==> src/rtl/ab_transfer_sequencer.sv <==
`default_nettype none
// ============================================================================
//  Module      : ab_transfer_sequencer
//  Description : Runs one transfer job through the two-memory datapath.
//                Memory A is filled from an input stream under a
//                valid/ready handshake and then read back in address order.
//                For every pair of words read from A, one combined result is
//                written to memory B once the datapath pipeline latency has
//                elapsed. The end of the job is marked by a one-cycle done
//                pulse.
//  Ports       : clock     - rising-edge clock
//                Reset     - synchronous, active-high reset
//                start     - job request, sampled only while idle
//                in_valid  - input word present for memory A
//                in_ready  - input word accepted (load phase only)
//                wea       - memory A write enable
//                rd_en_a   - memory A read enable
//                addr_a    - memory A address (write and read)
//                web       - memory B write enable
//                addr_b    - memory B address
//                busy      - a job is in progress
//                done      - one-cycle pulse at the end of a job
//  Revision    : 1.0 - initial release
// ============================================================================
module ab_transfer_sequencer #(
  parameter int DEPTH_A  = 8,
  parameter int ADDR_W   = 3,
  parameter int PIPE_LAT = 2
) (
  input  logic              clock,
  input  logic              Reset,
  input  logic              start,
  input  logic              in_valid,
  output logic              in_ready,
  output logic              wea,
  output logic              rd_en_a,
  output logic [ADDR_W-1:0] addr_a,
  output logic              web,
  output logic [ADDR_W-1:0] addr_b,
  output logic              busy,
  output logic              done
);

  localparam logic [2:0] S_IDLE  = 3'd0;
  localparam logic [2:0] S_LOAD  = 3'd1;
  localparam logic [2:0] S_READ  = 3'd2;
  localparam logic [2:0] S_FLUSH = 3'd3;
  localparam logic [2:0] S_DONE  = 3'd4;

  localparam int              c_FC_W       = (PIPE_LAT > 1) ? $clog2(PIPE_LAT) : 1;
  localparam logic [ADDR_W-1:0] c_LAST_A   = ADDR_W'(DEPTH_A - 1);
  localparam logic [c_FC_W-1:0] c_FLUSH_LAST = c_FC_W'(PIPE_LAT - 1);

  logic [2:0]          r_state;
  logic [2:0]          w_next;
  logic [ADDR_W-1:0]   r_addr_a;
  logic [ADDR_W-1:0]   r_addr_b;
  logic [c_FC_W-1:0]   r_flush_cnt;
  logic [PIPE_LAT-1:0] r_tag;

  logic w_last_a;
  logic w_accept;
  logic w_tag_in;
  logic w_web;

  assign w_last_a = (r_addr_a == c_LAST_A);
  assign w_accept = (r_state == S_LOAD) & in_valid;
  // A pair completes on its odd-addressed word; that read launches the tag.
  assign w_tag_in = (r_state == S_READ) & r_addr_a[0];
  assign w_web    = r_tag[PIPE_LAT-1];

  // --------------------------------------------------------------------------
  // State register
  // --------------------------------------------------------------------------
  always_ff @(posedge clock) begin
    if (Reset) begin
      r_state <= S_IDLE;
    end else begin
      r_state <= w_next;
    end
  end

  // --------------------------------------------------------------------------
  // Next-state logic
  // --------------------------------------------------------------------------
  always_comb begin
    w_next = r_state;
    case (r_state)
      S_IDLE:  if (start) w_next = S_LOAD;
      S_LOAD:  if (w_accept && w_last_a) w_next = S_READ;
      S_READ:  if (w_last_a) w_next = S_FLUSH;
      // Reads end on an odd address, so the last tag retires exactly
      // PIPE_LAT cycles later, in the final flush cycle.
      S_FLUSH: if (r_flush_cnt == c_FLUSH_LAST) w_next = S_DONE;
      S_DONE:  w_next = S_IDLE;
      default: w_next = S_IDLE;
    endcase
  end

  // --------------------------------------------------------------------------
  // Output logic
  // --------------------------------------------------------------------------
  always_comb begin
    in_ready = 1'b0;
    wea      = 1'b0;
    rd_en_a  = 1'b0;
    done     = 1'b0;
    busy     = (r_state != S_IDLE);
    addr_a   = '0;
    addr_b   = '0;
    web      = w_web;
    case (r_state)
      S_LOAD: begin
        in_ready = 1'b1;
        wea      = in_valid;
        addr_a   = r_addr_a;
        addr_b   = r_addr_b;
      end
      S_READ: begin
        rd_en_a  = 1'b1;
        addr_a   = r_addr_a;
        addr_b   = r_addr_b;
      end
      S_FLUSH: begin
        addr_a   = r_addr_a;
        addr_b   = r_addr_b;
      end
      S_DONE: begin
        done     = 1'b1;
        addr_a   = r_addr_a;
        addr_b   = r_addr_b;
      end
      default: begin
        // Idle: every output quiet; addr_b register may still hold the
        // previous job's count until the next start clears it.
      end
    endcase
  end

  // --------------------------------------------------------------------------
  // Address counters and flush counter
  // --------------------------------------------------------------------------
  always_ff @(posedge clock) begin
    if (Reset) begin
      r_addr_a    <= '0;
      r_addr_b    <= '0;
      r_flush_cnt <= '0;
    end else begin
      if (w_web) begin
        r_addr_b <= r_addr_b + 1'b1;
      end
      case (r_state)
        S_IDLE: begin
          if (start) begin
            r_addr_a <= '0;
            r_addr_b <= '0;
          end
        end
        S_LOAD: begin
          if (w_accept) begin
            r_addr_a <= w_last_a ? '0 : r_addr_a + 1'b1;
          end
        end
        S_READ: begin
          r_addr_a    <= w_last_a ? '0 : r_addr_a + 1'b1;
          r_flush_cnt <= '0;
        end
        S_FLUSH: begin
          r_flush_cnt <= r_flush_cnt + 1'b1;
        end
        default: begin
        end
      endcase
    end
  end

  // --------------------------------------------------------------------------
  // Tag line: models the datapath latency from a pair's second read to its
  // result at memory B.
  // --------------------------------------------------------------------------
  generate
    if (PIPE_LAT == 1) begin : g_tag_single
      always_ff @(posedge clock) begin
        if (Reset) begin
          r_tag <= '0;
        end else begin
          r_tag <= w_tag_in;
        end
      end
    end else begin : g_tag_multi
      always_ff @(posedge clock) begin
        if (Reset) begin
          r_tag <= '0;
        end else begin
          r_tag <= {r_tag[PIPE_LAT-2:0], w_tag_in};
        end
      end
    end
  endgenerate

endmodule
`default_nettype wire
==> config.mk <==
export PLATFORM = sky130hd
export DESIGN_NAME = ab_transfer_sequencer
export DESIGN_NICKNAME = d
export VERILOG_FILES = /design/src/rtl/ab_transfer_sequencer.sv
export SDC_FILE = /design/constraint.sdc
export NUM_CORES = 1
export LEC_CHECK = 0
export ABC_CLOCK_PERIOD_IN_PS = 1500
export CELL_PAD_IN_SITES_DETAIL_PLACEMENT = 1
export CELL_PAD_IN_SITES_GLOBAL_PLACEMENT = 1
export CORE_MARGIN = 5
export CORE_UTILIZATION = 34
export CTS_CLUSTER_DIAMETER = 120
export CTS_CLUSTER_SIZE = 40
export DETAILED_ROUTE_END_ITERATION = 10
export PLACE_DENSITY = 0.7
export RECOVER_POWER = 100
export SETUP_SLACK_MARGIN = 0.02
export SLEW_MARGIN = 20
export SYNTH_ARGS = -nofsm -noshare
export SYNTH_HDL_FRONTEND = slang
export SYNTH_SLANG_ARGS = --single-unit
==> constraint.sdc <==
create_clock -name clock -period 1.5 [get_ports clock]
set_input_delay 0.15 -clock clock [delete_from_list [all_inputs] [get_ports clock]]
set_output_delay 0.15 -clock clock [all_outputs]
set_load 0.01 [all_outputs]
==> results of run 1 <==
-- layout make-up --
cell class	instances	area [µm²]
multi-input combinational	56	422
inverter	1	3.75
clock buffer	4	36.3
fill	211	779
tap	25	31.3
sequential	12	244
timing repair buffer	31	267
-- worst paths after layout --
check	from	end	slack, ns	depth (start not counted)
worst min-delay path	r_tag[0]	r_tag[1]	0.44	1
worst max register to register	r_state[0]	r_addr_b[2]	0.07	6
worst max-delay path	r_state[0]	addr_b[1]	-0.07	4
worst min register to register	r_tag[0]	r_tag[1]	0.44	1
-- synthesized netlist by cell type (2+ instances only) --
| cell | count |
|---|---|
| a21oi_1 | 2 |
| and3_1 | 6 |
| dfxtp_1 | 12 |
| ha_1 | 3 |
| mux2i_1 | 4 |
| nand2_1 | 5 |
| nand2b_1 | 4 |
| nand3_1 | 4 |
| nor2_1 | 9 |
| nor3_1 | 2 |
| nor3b_1 | 2 |
| o21ai_1 | 2 |
| xor2_1 | 2 |
-- sequential cells by signal (all words and copies together), names as in the netlist --
register,count
r_addr_a,3
r_addr_b,3
r_state,3
r_tag,2
r_flush_cnt,1
-- what timing repair did --
action	in CTS	in global routing
hold buffers	0	0
resized for setup	43	11
setup buffers	4	1
pin swaps	1	1
setup endpoints to repair	11	11
-- power by group through the flow --
stage / clock [mW] / combinational (mW) / sequential, mW
after floorplan: 0 / 0.0505 / 0.333
after global placement: 0 / 0.0884 / 0.333
after detailed placement: 0 / 0.0903 / 0.334
after CTS: 0.257 / 0.102 / 0.326
after global routing: 0.280 / 0.111 / 0.328
final: 0.250 / 0.104 / 0.327
-- cell families (layout without fill, tap and decap cells) --
kind of cell | Yosys count | after routing
flops | 12 | 12
buf+inv | 4 | 36
xor+xnor | 3 | 3
mux | 5 | 5
simple gates | 37 | 37
fa+ha+maj | 3 | 3
compound gates | 8 | 8
-- metrics by stage --
stage / cell area [µm²] / instances / utilization / setup TNS [ns]
2_1_floorplan: 654 / 72 / - / 0
3_3_place_gp: 895 / 120 / 0.502 / -0.465
3_5_place_dp: 895 / 120 / 0.502 / -0.872
4_1_cts: 976 / 128 / 0.547 / -0.456
5_1_grt: 1000 / 129 / 0.563 / -0.496
6_report: 1000 / 129 / 0.563 / -0.290
-- layer usage --
metal | share of wire | GRT usage | vias up
li1 | - | - | 317
met1 | 0.42 | 0.156 | 308
met2 | 0.53 | 0.254 | 11
met3 | 0.043 | 0.0332 | 2
met4 | 0.0033 | 0.0383 | 0
met5 | 0 | 0 | -
-- cells in the final DEF (no fill, tap or decap), types with 2 or more instances in the layout --
master           netlist  final
nand2b_1               4      4
nor3_1                 2      2
buf_6                  1      8
dlygate4sd2_1          0      2
buf_4                  1     12
nand3_1                4      4
a21oi_1                2      2
and3_4                 0      5
mux2i_1                4      4
buf_2                  1      3
ha_1                   3      3
clkbuf_4               0      3
dfxtp_2                0      3
nand2_1                5      5
clkdlybuf4s50_1        0      4
nor2_1                 9      9
xor2_1                 2      2
dfxtp_1               12      9
o21ai_1                2      2
==> metrics.yaml, run 1 <==
floorplanning:
  pin_count: 16
  die_h_um: 53.9
  die_area_um2: 2900
  core_region_area_um2: 1780
  std_cell_rows: 15
  start_util: 0.367
  die_w_um: 53.9
yosys:
  mappedNetlistArea_um2: 654
  synthSimpleGateAreaFrac: 0.314
  yosys_warnings: 0
  synthFlopType: "dfxtp_1"
  yosysTopAreaCellShare: 0.367
  yosysTopAreaCell: "dfxtp_1"
  ys_ff_latch: 12
  synth-async-reset-ratio: 0
  synth_compound_area_frac: 0.101
  synthesis.nets: 79
  synth_cells: 72
  synth_mux_area_frac: 0.0784
  ys_seq_area_frac: 0.367
  synthXorXnorAreaFrac: 0.0402
  ys_types: 28
  avgSynthCellArea_um2: 9.09
  synth_fa_ha_area_frac: 0.0574
  synth_top_family_by_area: "simple AND/OR/NAND/NOR gates"
  synth_edf_count: 0
  ys_top_cells_by_area: "dfxtp_1 37%, mux2i_1 6.1%, and3_1 5.7%"
cells_and_area:
  antenna_cells: 0
  layout-drive-gt1-share: 0.385
  area_growth_pct: 53.3
  layout.nets: 112
global_routing:
  antenna_found_initial: 0
  grt_pass1_vias: 662
  gr-usage-all-layers: 0.138
  gr-total-overflow: 0
  grt_pass1_wl_um: 2880
  grt_start_max_net_pins: 14
timing:
  period_share: 1.05
  hold_viol_final: 0
  fin_skew_ns: 0.0103
  fin_ws_ns: -0.0742
  setup_viol: 5
  holdWs_ns: 0.445
  maxSlewHeadroom: 0.771
  finalMaxSlewViolations: 0
  fmax_mhz: 635
  min_period_ns: 1.57
  grt_setup_unrepaired: "true"
  worstMarginPinSlew_ns: 0.342
detailed_routing:
  drtAntennaViolNets: 0
  drc: 0
  drt_wl_total_um: 1820
  vias: 638
  viasPerCell: 4.95
  wire_per_inst_um: 14.1
  firstDrtPassIters: 3
  drtIter0Drc: 6
worst_setup_path:
  crit_top_cell: "buf_6"
  worstSetupPathType: "flip-flop to primary output"
  cp_max_fo: 4
  crit_path_end_kind: "primary output"
  cp.required_ns: 1.35
  slowest_delay_ns: 0.42
  critical_path_buf_inv_count: 2
  crit_path_top_delay_cell: "or3_4"
  start_kind: "flip-flop"
  crit_path_cell_trace: "or3_4 > buf_6 > and3_4 > buf_6"
  path_delay_family: "simple AND/OR/NAND/NOR gates"
  arrival_ns: 1.42
power_and_ir_drop:
  switching_share: 0.227
  total_power_uw: 681
  internal_power_uw: 526
  power.leakage_nw: 0.446
  power_frac_comb: 0.152
  p_clk_frac: 0.368
  p_sw_uw: 155
  vdd_drop_max_uv: 459
  power_density_nw_per_um2: 679
  pwr-share-seq: 0.480
clock_network:
  clock_latency_ns: 0.27
  cts_tree: "built"
  cts.sinks: 12
  cts_root_buffer: "clkbuf_4"
  cts.clk_slew.worst_paths_ns: 0.08
  cts_buffers: 3
  htreeDepth: 1
  clk_path_buf_depth: 2
outcome:
  violations: "negative setup slack"
  status: "complete, but fails checks"
placed_design:
  place_worst_setup_slack_ns: -0.134
  gp_congestion: 0.748
  hpwl_um: 1300
  port_buffers: 15
run:
  maxCapViolCount: 0
min_path:
  hold_class: "flip-flop to flip-flop"
Note: power is estimated with default switching activity, not from simulation.
==> run 2, diff against run 1 <==
--- a/config.mk
+++ b/config.mk
@@ -5,15 +5,15 @@
 export SDC_FILE = /design/constraint.sdc
 export NUM_CORES = 1
 export LEC_CHECK = 0
-export ABC_CLOCK_PERIOD_IN_PS = 1500
+export ABC_CLOCK_PERIOD_IN_PS = 1900
 export CELL_PAD_IN_SITES_DETAIL_PLACEMENT = 1
 export CELL_PAD_IN_SITES_GLOBAL_PLACEMENT = 1
 export CORE_MARGIN = 5
-export CORE_UTILIZATION = 34
+export CORE_UTILIZATION = 37
 export CTS_CLUSTER_DIAMETER = 120
 export CTS_CLUSTER_SIZE = 40
 export DETAILED_ROUTE_END_ITERATION = 10
-export PLACE_DENSITY = 0.7
+export PLACE_DENSITY = 0.76
 export RECOVER_POWER = 100
 export SETUP_SLACK_MARGIN = 0.02
 export SLEW_MARGIN = 20
==> constraint.sdc (replaced) <==
create_clock -name clock -period 1.9 [get_ports clock]
set_input_delay 0.19 -clock clock [delete_from_list [all_inputs] [get_ports clock]]
set_output_delay 0.19 -clock clock [all_outputs]
set_load 0.01 [all_outputs]
==> run 2 against run 1 <==
  * The run now ends clean
  * Non-clock buffer count down 12
  * Die area down 6.6%
  * Worst setup slack better by 0.21 ns
  * Core utilization down 6.5 points
  * Critical path type unchanged
  * First-iteration DRC count down 17%
  * Sequential share of layout area up 4.1 points
  * Clock skew down 0.0079 ns
  * Sequential power down 21%
  * Critical path depth down 1
  * Largest cell class unchanged
  * Wire length down 13%
  * Cell count down 9.3%
==> metrics.yaml, run 2 (synthesis gave the netlist of run 1 again) <==
worst_setup_path:
  slowest_delay_ns: 0.62
  crit_path_top_delay_cell: "dlygate4sd3_1"
  worstSetupPathType: "flip-flop to primary output"
  crit_path_cell_trace: "buf_6 > nor3b_1 > dlygate4sd3_1"
  path_delay_family: "buffers and inverters"
  r2r_slack_ns: 0.35
  crit_path_end_kind: "primary output"
  start_kind: "flip-flop"
  arrival_ns: 1.57
  cp.required_ns: 1.71
  critical_path_buf_inv_count: 2
  cp_max_fo: 13
outcome:
  status: "finished, final reports clean"
power_and_ir_drop:
  switching_share: 0.235
  pwr-share-seq: 0.496
  p_clk_frac: 0.399
  internal_power_uw: 398
  power_frac_comb: 0.105
  power.leakage_nw: 0.399
  vdd_drop_max_uv: 349
  p_sw_uw: 122
  power_density_nw_per_um2: 612
floorplanning:
  core_region_area_um2: 1710
  die_h_um: 52.1
  die_w_um: 52.1
  std_cell_rows: 15
  pin_count: 16
  die_area_um2: 2710
  start_util: 0.383
timing:
  hold_viol_final: 0
  maxSlewHeadroom: 0.693
  grt_setup_unrepaired: "false"
  period_share: 0.928
  fin_skew_ns: 0.00242
  min_period_ns: 1.76
  setup_viol: 0
  fin_ws_ns: 0.136
  holdWs_ns: 0.443
  final.setup.tns_ns: 0
  finalMaxSlewViolations: 0
  fmax_mhz: 567
  worstMarginPinSlew_ns: 0.461
cells_and_area:
  final_cell_mix: "11 x dfxtp_1, 9 x nor2_1, 7 x dlygate4sd2_1"
  antenna_cells: 0
  final_common_cell: "dfxtp_1"
  reg_top3: "r_addr_a (3), r_addr_b (3), r_state (3)"
  area_growth_pct: 30.0
  layout.nets: 100
  layout-drive-gt1-share: 0.120
detailed_routing:
  viasPerCell: 4.83
  drtAntennaViolNets: 0
  vias: 565
  drt_wl_total_um: 1580
  drtIter0Drc: 5
  drc: 0
  wire_per_inst_um: 13.5
  firstDrtPassIters: 3
clock_network:
  cts_tree: "built"
  post_cts_buffers: 0
  clk_path_buf_depth: 2
  htreeDepth: 1
  cts.sinks: 12
  cts_buffers: 3
  cts.clk_slew.worst_paths_ns: 0.08
  hold_buffers: 0
  clock_latency_ns: 0.27
  cts_root_buffer: "clkbuf_4"
run:
  maxCapViolCount: 0
global_routing:
  grt_start_max_net_pins: 14
  grt_pass1_vias: 584
  antenna_found_initial: 0
  grt_pass1_wl_um: 2640
  gr-total-overflow: 0
  gr-usage-all-layers: 0.134
placed_design:
  place_worst_setup_slack_ns: 0.187
  gp_congestion: 0.682
  hpwl_um: 1220
  port_buffers: 15
min_path:
  hold_class: "flip-flop to flip-flop"
run 2: cell count changes in the layout (fill, tap and decap cells not counted), moves of 3 or more:
cell / change
and3_1: +5
and3_4: -5
buf_2: -3
buf_4: -9
buf_6: -7
dlygate4sd2_1: +5
dlygate4sd3_1: +3
run 2: power by group through the flow:
stage | clock network, mW | registers (mW) | logic (mW)
floorplan | 0 | 0.263 | 0.0399
global placement | 0 | 0.263 | 0.0617
detailed placement | 0 | 0.263 | 0.0636
CTS | 0.217 | 0.258 | 0.0646
global route | 0.228 | 0.258 | 0.0600
finish | 0.208 | 0.258 | 0.0549
run 2: layer usage:
layer | vias up | routed length, µm | global-route usage
met5 | - | 0 | 0
met4 | 0 | 25 | 0.0655
met3 | 4 | 64 | 0.0229
met2 | 10 | 778 | 0.230
met1 | 261 | 710 | 0.158
li1 | 290 | - | -
run 2: final timing paths:
path | startpoint | end | depth (start not counted)
worst min-delay path | r_tag[0] | r_tag[1] | 1
worst min register to register | r_tag[0] | r_tag[1] | 1
worst max register to register | r_state[2] | r_addr_a[1] | 4
worst max-delay path | r_state[0] | done | 3
run 2: cell type report:
cell class              instances  area, µm²
clock buffers                   4       36.3
fillers                       216        857
inverters                       1       3.75
multi-input cells              56        369
flip-flops and latches         12        241
well taps                      25       31.3
repair buffers                 19        169
run 2: timing repair:
item | CTS | global route
gates resized for setup | 11 | 2
setup endpoints to repair | 7 | 2
cloned | 0 | 0
run 2: stage by stage:
step | total power [mW] | instance area, µm² | utilization | cells
2_1_floorplan | 0.303 | 654 | - | 72
3_3_place_gp | 0.325 | 842 | 0.493 | 113
3_5_place_dp | 0.327 | 842 | 0.493 | 113
4_1_cts | 0.540 | 883 | 0.517 | 117
5_1_grt | 0.546 | 851 | 0.498 | 117
6_report | 0.520 | 851 | 0.498 | 117
